## src/rtl/multicycle_controller.sv

```systemverilog
// Multi-cycle RV32I control sequencer: FETCH/DECODE/EXECUTE/MEM/WRITEBACK over a shared
// req/ready memory port, plus a sticky illegal-opcode flag and a retired-instruction counter.
module multicycle_controller #(
  parameter int unsigned CNT_WIDTH = 32
) (
  input  logic                 clk,
  input  logic                 rst,
  input  logic [6:0]           opcode,
  input  logic                 branch_taken,
  input  logic                 mem_ready,
  output logic                 mem_req,
  output logic                 mem_we,
  output logic                 mem_addr_sel,
  output logic                 ir_write,
  output logic                 pc_write,
  output logic [1:0]           pc_src,
  output logic                 reg_write,
  output logic [1:0]           wb_sel,
  output logic [1:0]           alu_src_a,
  output logic                 alu_src_b,
  output logic [1:0]           ALUOp,
  output logic                 illegal,
  output logic [CNT_WIDTH-1:0] instret,
  output logic [2:0]           state
);

  localparam logic [6:0] OpR      = 7'b0110011;
  localparam logic [6:0] OpI      = 7'b0010011;
  localparam logic [6:0] OpLoad   = 7'b0000011;
  localparam logic [6:0] OpStore  = 7'b0100011;
  localparam logic [6:0] OpBranch = 7'b1100011;
  localparam logic [6:0] OpJal    = 7'b1101111;
  localparam logic [6:0] OpJalr   = 7'b1100111;
  localparam logic [6:0] OpLui    = 7'b0110111;
  localparam logic [6:0] OpAuipc  = 7'b0010111;

  typedef enum logic [2:0] {
    StFetch     = 3'd0,
    StDecode    = 3'd1,
    StExecute   = 3'd2,
    StMem       = 3'd3,
    StWriteback = 3'd4,
    StTrap      = 3'd5
  } state_e;

  state_e               state_q, state_d;
  logic                 illegal_q;
  logic [CNT_WIDTH-1:0] instret_q;
  logic                 retire;
  logic                 set_illegal;
  logic                 legal;

  always_comb begin
    case (opcode)
      OpR, OpI, OpLoad, OpStore, OpBranch, OpJal, OpJalr, OpLui, OpAuipc: legal = 1'b1;
      default:                                                            legal = 1'b0;
    endcase
  end

  always_comb begin
    state_d      = state_q;
    retire       = 1'b0;
    set_illegal  = 1'b0;
    mem_req      = 1'b0;
    mem_we       = 1'b0;
    mem_addr_sel = 1'b0;
    ir_write     = 1'b0;
    pc_write     = 1'b0;
    pc_src       = 2'd0;
    reg_write    = 1'b0;
    wb_sel       = 2'd0;
    alu_src_a    = 2'd0;
    alu_src_b    = 1'b0;
    ALUOp        = 2'b00;

    case (state_q)
      StFetch: begin
        mem_req = 1'b1;
        if (mem_ready) begin
          ir_write = 1'b1;
          pc_write = 1'b1;
          state_d  = StDecode;
        end
      end
      StDecode: begin
        if (legal) begin
          state_d = StExecute;
        end else begin
          state_d     = StTrap;
          set_illegal = 1'b1;
        end
      end
      StExecute: begin
        state_d = StWriteback;
        case (opcode)
          OpR:     ALUOp = 2'b10;
          OpI:     begin ALUOp = 2'b11; alu_src_b = 1'b1; end
          OpLui:   begin alu_src_a = 2'd2; alu_src_b = 1'b1; end
          OpAuipc: begin alu_src_a = 2'd1; alu_src_b = 1'b1; end
          OpLoad, OpStore: begin
            alu_src_b = 1'b1;
            state_d   = StMem;
          end
          OpBranch: begin
            ALUOp    = 2'b01;
            pc_write = branch_taken;
            pc_src   = 2'd1;
            state_d  = StFetch;
            retire   = 1'b1;
          end
          OpJal: begin
            pc_write = 1'b1;
            pc_src   = 2'd1;
          end
          OpJalr: begin
            alu_src_b = 1'b1;
            pc_write  = 1'b1;
            pc_src    = 2'd2;
          end
          default: state_d = StFetch;
        endcase
      end
      StMem: begin
        // Operand selects stay as in EXECUTE so the address is stable while waiting.
        mem_req      = 1'b1;
        mem_addr_sel = 1'b1;
        mem_we       = (opcode == OpStore);
        alu_src_b    = 1'b1;
        if (mem_ready) begin
          if (opcode == OpStore) begin
            state_d = StFetch;
            retire  = 1'b1;
          end else begin
            state_d = StWriteback;
          end
        end
      end
      StWriteback: begin
        reg_write = 1'b1;
        if (opcode == OpLoad) wb_sel = 2'd1;
        else if (opcode == OpJal || opcode == OpJalr) wb_sel = 2'd2;
        state_d = StFetch;
        retire  = 1'b1;
      end
      StTrap: state_d = StTrap;
      default: state_d = StFetch;
    endcase

    if (rst) begin
      mem_req      = 1'b0;
      mem_we       = 1'b0;
      mem_addr_sel = 1'b0;
      ir_write     = 1'b0;
      pc_write     = 1'b0;
      pc_src       = 2'd0;
      reg_write    = 1'b0;
      wb_sel       = 2'd0;
      alu_src_a    = 2'd0;
      alu_src_b    = 1'b0;
      ALUOp        = 2'b00;
    end
  end

  always_ff @(posedge clk) begin
    if (rst) begin
      state_q   <= StFetch;
      illegal_q <= 1'b0;
      instret_q <= '0;
    end else begin
      state_q <= state_d;
      if (set_illegal) illegal_q <= 1'b1;
      if (retire) instret_q <= instret_q + CNT_WIDTH'(1);
    end
  end

  assign state   = rst ? 3'd0 : state_q;
  assign illegal = illegal_q & ~rst;
  assign instret = rst ? '0 : instret_q;

endmodule

```

## config.mk

```make
export PLATFORM = sky130hd
export DESIGN_NAME = multicycle_controller
export DESIGN_NICKNAME = d
export VERILOG_FILES = /design/src/rtl/multicycle_controller.sv
export SDC_FILE = /design/constraint.sdc
export NUM_CORES = 1
export LEC_CHECK = 0
export ABC_AREA = 1
export BUFFER_PORTS_ARGS = -buffer_cell sky130_fd_sc_hd__buf_2
export CORE_UTILIZATION = 51
export CTS_BUF_LIST = sky130_fd_sc_hd__clkbuf_8
export DETAILED_ROUTE_END_ITERATION = 10
export HOLD_SLACK_MARGIN = 0.1
export PLACE_DENSITY = 0.88
export REMOVE_ABC_BUFFERS = 1
export SLEW_MARGIN = 20
export SYNTH_ARGS = -nofsm -noshare
export SYNTH_HDL_FRONTEND = slang
export SYNTH_SLANG_ARGS = --single-unit
```

## constraint.sdc

```tcl
create_clock -name clk -period 1.6 [get_ports clk]
set_clock_uncertainty 0.2 [all_clocks]
set_input_delay 0.16 -clock clk [delete_from_list [all_inputs] [get_ports clk]]
set_output_delay 0.16 -clock clk [all_outputs]
set_load 0.02 [all_outputs]
```

==> impl_metrics.ini, run 1 <==
[run_status]
status = finished, violations left
violations = negative setup slack

[finish]
final_util_pct = 78.6
fin_nets = 632
drive_gt1_share_pct = 32.7
antennaDiodeCount = 0
syn_to_final_growth_pct = 45.2

[worst_setup_path]
end_kind = output port
worst_setup_path_start_kind = register
worst_path_largest_cell_delay_ns = 0.36
crit_fanout = 4
worstPathRequired_ns = 1.24
worst-setup-path-type = register to output port
crit_start = state_q[0]
path_buf_inv = 3
critPathArrivalTime_ns = 1.59
cp_slowest_cell = dfxtp_4
r2r_start = state_q[0]
crit_family = simple AND/OR/NAND/NOR gates
cp_cell_sequence = inv_2 > nand2_2 > nor2_4 > inv_2 > nor2_4 > nand3_4 > nor2_2 > buf_4

[timing]
finalSetupViolCount = 46
worst_slack_ns = -0.350
rsz0062_at_grt = yes
clock.fmax_ghz = 0.513
hold_violations = 0
final.min_clock_period_ns = 1.95
slew_headroom_pct = 64.3
finalCritPeriodShare_pct = 122
final-max-slew-violation-count = 0
max_slew.worst_pin.slew_ns = 0.534

[logic_synthesis]
yosysUniqueCellTypes = 27
postSynthAreaPerCell_um2 = 5.46
syn_inst = 516
synth_xor_xnor_area_share_pct = 2.18
synth_area_um2 = 2820
synth_area_leaders = dfxtp_1, nand2_1, nor2_1, inv_1, a21oi_1
synth_commonest_cells = nand2_1, nor2_1, inv_1
synthFlopType = dfxtp_1
yosysWarnings = 0
synthMuxAreaShare_pct = 0
synth_fa_ha_area_share_pct = 0.444
synth-simple-area-share_pct = 52.3
ys_async_sr_fraction_pct = 0
ys_ff_latch = 36
synth.top_cell.area_share_pct = 25.6
synth_top_family_by_area = simple AND/OR/NAND/NOR gates
yosys.area.top_type = dfxtp_1
synth-compound-area-share_pct = 7.37
synth_seq_area_share_pct = 25.6
yosysMostFrequentCell = nand2_1
synth-edff-count = 0

[grt]
use_met2_pct = 56.8
met3_usage_pct = 5.15
use_met1_pct = 36.3
top_usage_layer = met2
grt_pass1_wl_um = 15200
antenna_found_initial = 0
grtUsageTotal_pct = 31.5
grt_pass1_vias = 3441
gr-total-overflow = 0
grt_max_degree = 30

[worst_hold_path]
hold_path.startpoint = rst
hold_path.class = input port to register

[placement]
place_ws_ns = -0.128
dp_hpwl_um = 6160
gp_congestion = 0.977
io_buffers = 61

[route]
viasPerCell = 5.72
drc = 0
vias = 3950
ant_nets = 0
routedWlPerCell_um = 15.7
first_pass_iters = 6
drtIter0Drc = 389
routed_wl_um = 10800

[clock_network]
cts_buffer_depth = 2
htree_levels = 2
cts_buffers = 5
root_buffer = clkbuf_8
clkTransAtPathRegs_ns = 0.07
tritoncts = done
clkLatencyLatePin_ns = 0.30
numClockSinks = 36

[die]
initial_core_util_pct = 54.1
core_area_um2 = 5200
ioPinCount = 62
chipHeight_um = 76.3
die_area_um2 = 5820
rows = 26
die_w_um = 76.3

[job]
maxCapViolCount = 0

[power]
p_leak_nw = 1.80
pwr_density_cell_nw_per_um2 = 513
peakVddDrop_v = 0.000502
## worst register-to-register path, stage by stage, from the launching register on
cell	delay, ns
dfxtp_4	0.36
inv_2	0.08
nand2_2	0.07
nor2_4	0.11
buf_4	0.14
nand3_4	0.08
nand3_4	0.20
buf_6	0.15
buf_16	0.13
nand2_1	0.06
a21oi_1	0.15
## kinds of logic (layout without fill, tap and decap cells)
logic type                 after synthesis  count (layout)
buffers and inverters                   85             190
and+or+nand+nor                        346             346
DFF                                     36              36
AOI/OAI and AO/OA                       41              41
xor gates and xnor gates                 7               7
adders and majority gates                1               1
## state kept, by name, indices dropped and copies added, names as in the netlist
| signal | cells |
|---|---|
| instret_q | 32 |
| illegal_q | 1 |
| state_q | 3 |
## power by group
group          total [mW]  switching [mW]  internal, mW
Clock               0.691           0.352         0.339
Sequential          0.935          0.0198         0.915
Combinational       0.473           0.278         0.195
## worst paths after layout
kind	slack, ns	to	cells after the start
setup / recovery	-0.35	alu_src_a[0]	8
hold reg to reg	0.29	illegal_q	2
setup reg to reg	-0.19	instret_q[27]	10
hold / removal	0.25	instret_q[4]	3
## metrics by stage
step	cell area [µm²]	cells	hold slack [ns]	total power [mW]	TNS, ns
floorplan	2740	500	0.0291	1.11	-5.12
global placement	3470	671	0.250	1.25	-0.253
detailed placement	3470	671	0.276	1.26	-1.32
CTS	3820	686	0.211	1.99	-3.14
global route	4090	691	0.265	2.17	-9.53
finish	4090	691	0.247	2.10	-7.09
## per-layer routing
metal / vias to the layer above / wire length (µm)
met5: - / 0
met4: 0 / 562
met3: 63 / 911
met2: 259 / 5290
met1: 1816 / 4060
li1: 1812 / -
## layout make-up
class / count / area (µm²)
Fill cell: 374 / 1120
Clock buffer: 6 / 82.6
Clock inverter: 2 / 7.51
Timing Repair Buffer: 113 / 888
Multi-Input combinational cell: 395 / 2020
Sequential cell: 36 / 741
Inverter: 69 / 259
Tap cell: 70 / 87.6
## layout by cell type (no fill, tap or decap), drive strengths merged, types with 3 or more instances in the layout
master,instances
inv,71
nand2,162
buf,111
nor3,3
o21ai,9
nand4,22
clkbuf,7
nand3,31
dfxtp,36
xor2,7
a21oi,31
nor2,127
## repair_timing
| action | CTS | global route |
|---|---|---|
| hold buffers | 1 | 0 |
| cloned | 3 | 1 |
| pin swaps | 10 | 14 |
| gates resized for setup | 57 | 61 |
| endpoints found under the setup margin | 34 | 48 |
| hold endpoints to repair | 2 | 0 |
| setup buffers | 3 | 5 |
Note: power is estimated with default switching activity, not from simulation.
==> run 2, diff against run 1 <==
--- a/config.mk
+++ b/config.mk
@@ -8,7 +8,7 @@
 export ABC_AREA = 1
 export BUFFER_PORTS_ARGS = -buffer_cell sky130_fd_sc_hd__buf_2
 export CORE_UTILIZATION = 51
-export CTS_BUF_LIST = sky130_fd_sc_hd__clkbuf_8
+export CTS_BUF_LIST = sky130_fd_sc_hd__clkbuf_4 sky130_fd_sc_hd__clkbuf_8
 export DETAILED_ROUTE_END_ITERATION = 10
 export HOLD_SLACK_MARGIN = 0.1
 export PLACE_DENSITY = 0.88
@@ -17,3 +17,4 @@
 export SYNTH_ARGS = -nofsm -noshare
 export SYNTH_HDL_FRONTEND = slang
 export SYNTH_SLANG_ARGS = --single-unit
+export TNS_END_PERCENT = 1
==> run 2 against run 1 <==
Against the previous run:
- highest routed layer unchanged
- clock-buffer cell count increased by 2
- first-iteration DRC count decreased by 11%
- the flow still finishes with violations (negative setup slack)
- flip-flop and latch count unchanged
- critical endpoint is now wb_sel[0]
- largest cell class unchanged
- via count decreased by 4.9%
- sequential share of layout area increased by 0.92 points
==> impl_metrics.ini, run 2 (same netlist as run 1, synthesis figures left out) <==
[worst_hold_path]
hold_end = instret_q[7]
whs_path_depth = 3
hold_path.class = input port to register
hold_path.startpoint = rst

[route]
first_pass_iters = 7
vias = 3755
routedWlPerCell_um = 13.7
drc = 0
viasPerCell = 5.49
drtIter0Drc = 348
ant_nets = 0
routed_wl_um = 9400

[power]
p_leak_nw = 1.72
total_power_mw = 2.03
swShare_pct = 29.2
combPwrFrac_pct = 18.6
switchingPower_mw = 0.593
p_clk_share_pct = 35.7
p_int_mw = 1.44
peakVddDrop_v = 0.000503
pwr_density_cell_nw_per_um2 = 523
sequentialPowerShare_pct = 45.7

[die]
die_area_um2 = 5820
ioPinCount = 62
rows = 26
chipHeight_um = 76.3
initial_core_util_pct = 54.1
core_area_um2 = 5200
die_w_um = 76.3

[run_status]
violations = negative setup slack
status = finished, violations left

[grt]
grt_max_degree = 30
grt_pass1_vias = 3262
gr-total-overflow = 0
grt_pass1_wl_um = 14200
grtUsageTotal_pct = 29.3
antenna_found_initial = 0

[clock_network]
tritoncts = done
root_buffer = clkbuf_8
clkTransAtPathRegs_ns = 0.07
htree_levels = 2
cts_buffer_depth = 2
cts_buffers = 5
numClockSinks = 36
clkLatencyLatePin_ns = 0.29

[timing]
final-max-slew-violation-count = 0
finalSetupViolCount = 31
finalCritPeriodShare_pct = 119
worst_slack_ns = -0.302
hold_violations = 0
clock.fmax_ghz = 0.526
slew_headroom_pct = 71.8
rsz0062_at_grt = yes
final.min_clock_period_ns = 1.90
timing.hold.ws_ns = 0.259
max_slew.worst_pin.slew_ns = 0.422

[finish]
syn_to_final_growth_pct = 37.9
fin_nets = 625
drive_gt1_share_pct = 31.1
layout.cells.non_filler = 684
largest_register_ffs = 32
antennaDiodeCount = 0
mostFrequentLayoutCells = nand2_1, nor2_1, inv_1
n_fill_cell = 412
final_common_cell = nand2_1
final_util_pct = 74.6
regMostFlops = instret_q
reg_top3 = instret_q x32, state_q x3, illegal_q x1

[worst_setup_path]
crit_start = state_q[1]
worstPathRequired_ns = 1.24
crit_fanout = 4
r2r_start = instret_q[6]
worst-setup-path-type = register to output port
critPathArrivalTime_ns = 1.54
crit_family = simple AND/OR/NAND/NOR gates
timing.rr.end = instret_q[20]
cp_slowest_cell = nor4_1
end_kind = output port
r2r_cells = 8
path_buf_inv = 1
cp_cell_sequence = nor2_2 > nand2_2 > nor4_1 > buf_2
rrSetupSlack_ns = -0.09
worst_setup_path_start_kind = register
worst_path_largest_cell_delay_ns = 0.36

[job]
maxCapViolCount = 0

[placement]
io_buffers = 61
placed_cells = 671
dp_hpwl_um = 6160
gp_congestion = 0.977
==> run 2: cell types whose count changed in the layout (fill, tap and decap cells not counted), sizes merged <==
cell    delta
buf        -6
inv        -2
clkbuf     +1
==> run 2: power groups by stage <==
| stage | clock network [mW] | logic, mW | registers (mW) |
|---|---|---|---|
| 2_1_floorplan | 0 | 0.167 | 0.946 |
| 3_3_place_gp | 0 | 0.305 | 0.945 |
| 3_5_place_dp | 0 | 0.311 | 0.947 |
| 4_1_cts | 0.721 | 0.333 | 0.929 |
| 5_1_grt | 0.769 | 0.405 | 0.930 |
| 6_report | 0.725 | 0.378 | 0.930 |
==> run 2: stage by stage <==
step | setup TNS [ns] | instance area [µm²] | setup WS (ns)
2_1_floorplan | -5.12 | 2740 | -0.471
3_3_place_gp | -0.253 | 3470 | -0.0657
3_5_place_dp | -1.32 | 3470 | -0.128
4_1_cts | -2.00 | 3700 | -0.195
5_1_grt | -6.15 | 3880 | -0.425
6_report | -3.27 | 3880 | -0.302
==> run 2: tightest hold or removal path: stages <==
cell and delay [ns]:
buf_2 0.23, buf_12 0.22, a21oi_1 0.10
==> run 2: area by class of cell <==
cell class | instances | area [µm²] | area share, %
Multi-Input combinational cell | 395 | 1960 | 50.4
Timing Repair Buffer | 106 | 744 | 19.2
Sequential cell | 36 | 739 | 19.0
Inverter | 69 | 259 | 6.67
Clock buffer | 8 | 97.6 | 2.51
Tap cell | 70 | 87.6 | 2.25
==> run 2: worst max path at each step <==
stage                          endpoint  slack (ns)  cells past startpoint
after floorplan               wb_sel[1]       -0.47                      4
after global placement    instret_q[16]       -0.07                      8
after detailed placement  instret_q[20]       -0.13                      9
after CTS                     wb_sel[1]       -0.19                      6
after global routing          wb_sel[0]       -0.43                      4
final                         wb_sel[0]       -0.30                      4
==> run 2: per-layer routing <==
metal / share of wire, % / GRT usage, %
met1: 39 / 34.9
met2: 50 / 53.8
met3: 7.6 / 4.43
met4: 3.4 / 8.65
met5: 0 / 0
==> run 2: repair_timing <==
item                                    in CTS  in global routing
buffers inserted                             2                  2
pin swaps                                    9                  7
endpoints found under the setup margin      34                 47
hold buffers                                 1                  0
gates resized for setup                     47                 54
endpoints found under the hold margin        2                  0
==> run 3, diff against run 2 <==
--- a/config.mk
+++ b/config.mk
@@ -5,13 +5,13 @@
 export SDC_FILE = /design/constraint.sdc
 export NUM_CORES = 1
 export LEC_CHECK = 0
-export ABC_AREA = 1
 export BUFFER_PORTS_ARGS = -buffer_cell sky130_fd_sc_hd__buf_2
-export CORE_UTILIZATION = 51
+export CORE_UTILIZATION = 49
 export CTS_BUF_LIST = sky130_fd_sc_hd__clkbuf_4 sky130_fd_sc_hd__clkbuf_8
 export DETAILED_ROUTE_END_ITERATION = 10
+export GPL_ROUTABILITY_DRIVEN = 0
 export HOLD_SLACK_MARGIN = 0.1
-export PLACE_DENSITY = 0.88
+export PLACE_DENSITY = 0.87
 export REMOVE_ABC_BUFFERS = 1
 export SLEW_MARGIN = 20
 export SYNTH_ARGS = -nofsm -noshare
==> run 3 against run 2 <==
Against the previous run:
- the flow still finishes with violations (negative setup slack)
- fmax shrank 13%
- routed wire length down 0.45%
- clock power decreased by 3%
- core utilization up 7.5 points
- cell count down 29%
==> impl_metrics.ini, run 3 <==
[die]
die_area_um2 = 4950
rows = 24
chipHeight_um = 70.4
die_w_um = 70.4
ioPinCount = 62
core_area_um2 = 4410
initial_core_util_pct = 51.9

[worst_setup_path]
r2r_start = state_q[0]
r2r_cells = 6
timing.rr.end = instret_q[27]
cp_slowest_cell = or4_1
cp_cell_sequence = nand2b_1 > a211oi_4 > buf_6 > o211ai_4 > or4_1 > a21oi_2
rrSetupSlack_ns = -0.58
worst-setup-path-type = register to register
worst_path_largest_cell_delay_ns = 0.48
crit_fanout = 9
critPathArrivalTime_ns = 2.21
worst_setup_path_start_kind = register
worstPathRequired_ns = 1.63
end_kind = register

[placement]
io_buffers = 61
placedInstanceArea_um2 = 3170
dp_hpwl_um = 4990
place_ws_ns = -0.534

[logic_synthesis]
ys_ff_latch = 36
yosysMostFrequentCell = nor2_1
yosysUniqueCellTypes = 44
synth_area_um2 = 2290
yosys.area.top_type = dfxtp_1
synth_commonest_cells = nor2_1, dfxtp_1, nor2b_1
synth_top_family_by_area = simple AND/OR/NAND/NOR gates
postSynthAreaPerCell_um2 = 7.63
synth_seq_area_share_pct = 31.5
synthMuxAreaShare_pct = 1.91
synth.top_cell.area_share_pct = 31.5
synth_fa_ha_area_share_pct = 0.546
synth_xor_xnor_area_share_pct = 4.59
ys_async_sr_fraction_pct = 0
synth-simple-area-share_pct = 38.1
syn_inst = 300
synth-compound-area-share_pct = 18.6
synth-edff-count = 0
yosysWarnings = 0
synth_area_leaders = dfxtp_1, nor2b_1, nor2_1, a21oi_1, xor2_1
synthFlopType = dfxtp_1

[worst_hold_path]
hold_path.startpoint = mem_ready
whs_path_depth = 5
hold_end = state_q[0]
hold_path.class = input port to register

[grt]
grtUsageTotal_pct = 32.3
antenna_found_initial = 0
gr-total-overflow = 0
grt_pass1_wl_um = 12700
grt_max_degree = 39
grt_pass1_vias = 2732

[run_status]
status = finished, violations left
violations = negative setup slack

[route]
first_pass_iters = 5
routed_wl_um = 9350
vias = 3039
viasPerCell = 6.21
ant_nets = 0
routedWlPerCell_um = 19.1
drtIter0Drc = 218
drc = 0

[timing]
setup_tns_ns = -18.45
worst_slack_ns = -0.583
max_slew.worst_pin.slew_ns = 0.428
clock.fmax_ghz = 0.458
finalCritPeriodShare_pct = 136
rsz0062_at_grt = yes
hold_violations = 0
final.min_clock_period_ns = 2.18
slew_headroom_pct = 71.2
final-max-slew-violation-count = 0
finalSetupViolCount = 50

[finish]
largest_register_ffs = 32
drive_gt1_share_pct = 45.5
regMostFlops = instret_q
fin_area_um2 = 3630
reg_top3 = instret_q x32, state_q x3, illegal_q x1
final_common_cell = buf_4
n_fill_cell = 232
antennaDiodeCount = 0
regArea_um2 = 729
mostFrequentLayoutCells = buf_4, buf_2, nor2_1
fin_nets = 448
multi_input_comb_area_um2 = 1650
syn_to_final_growth_pct = 58.4

[power]
p_int_mw = 1.40
combPwrFrac_pct = 16.3
sequentialPowerShare_pct = 47.2
pwr_density_cell_nw_per_um2 = 534
p_leak_nw = 1.54
switchingPower_mw = 0.531
p_clk_share_pct = 36.5
peakVddDrop_v = 0.000549
swShare_pct = 27.4

[clock_network]
cts_buffers = 5
htree_levels = 2
numClockSinks = 36
clkTransAtPathRegs_ns = 0.08
tritoncts = done
clkLatencyLatePin_ns = 0.30
root_buffer = clkbuf_8
cts_buffer_depth = 2

[job]
maxCapViolCount = 0
## run 3: changes by cell type after synthesis, sizes merged, moves of 6 or more
| cell | previous run | this run |
|---|---|---|
| o31ai | 0 | 6 |
| inv | 69 | 9 |
| nand3 | 31 | 11 |
| nand4 | 22 | 5 |
| nor2 | 127 | 41 |
| a21oi | 31 | 22 |
| nand2 | 162 | 19 |
| or3 | 0 | 14 |
| nor4 | 1 | 7 |
| o211ai | 0 | 8 |
| o21ai | 9 | 16 |
| nor2b | 0 | 34 |
## run 3: per-layer routing
metal | up-vias | track usage [%] | share of wire, %
met4 | 0 | 16.0 | 6.6
met5 | - | 0 | 0
met3 | 72 | 7.22 | 7.7
met2 | 232 | 56.8 | 50
met1 | 1403 | 36.3 | 36
li1 | 1332 | - | -
## run 3: power groups by stage
stage / logic, mW / registers (mW) / clock network [mW]
final: 0.315 / 0.915 / 0.706
after detailed placement: 0.246 / 0.931 / 0
after floorplan: 0.0944 / 0.938 / 0
after global placement: 0.239 / 0.930 / 0
after CTS: 0.265 / 0.911 / 0.705
after global routing: 0.328 / 0.914 / 0.750
## run 3: cells by family after synthesis
logic type,after synthesis
flip-flops,36
multiplexers,4
AO/OA/AOI/OAI,65
XOR/XNOR,12
buffers and inverters,27
adder cells (fa/ha/maj),1
AND/OR/NAND/NOR,155
## run 3: worst max path at each step
stage	startpoint	end	slack, ns	cells after the start
3_5_place_dp	state_q[0]	instret_q[27]	-0.53	5
5_1_grt	state_q[2]	alu_src_a[1]	-0.67	9
6_report	state_q[0]	instret_q[27]	-0.58	6
3_3_place_gp	opcode[4]	instret_q[31]	-0.42	6
4_1_cts	state_q[2]	wb_sel[1]	-0.45	8
2_1_floorplan	state_q[2]	instret_q[12]	-1.02	5
## run 3: critical path, delay by kind of cell, from the launching register on
kind	cells	cell delay, ns
buffers and inverters	1	0.19
AO/OA/AOI/OAI	3	0.70
flip-flops	1	0.37
AND/OR/NAND/NOR	2	0.66
## run 3: through the flow
step                util [%]  hold slack (ns)  cells  power (mW)
global route            82.1            0.265    489        1.99
global placement        71.8            0.264    471        1.17
finish                  82.1            0.245    489        1.94
floorplan                  -           0.0291    282        1.03
detailed placement      71.8            0.282    471        1.18
CTS                     78.4            0.213    488        1.88
## run 3: repair_timing
action / in CTS / in global routing
buffers inserted: 5 / 1
endpoints found under the hold margin: 5 / 0
hold buffers: 3 / 0
setup endpoints to repair: 50 / 53
gates resized for setup: 30 / 44
pin swaps: 11 / 9
gates cloned: 1 / 0
## run 3: cell type report
cell class | count | share of cell area (%)
clock buffers | 7 | 2.48
repair buffers | 146 | 28.8
flip-flops and latches | 36 | 20.1
well taps | 52 | 1.79
inverters | 9 | 0.932
multi-input cells | 238 | 45.6
clock inverters | 1 | 0.207
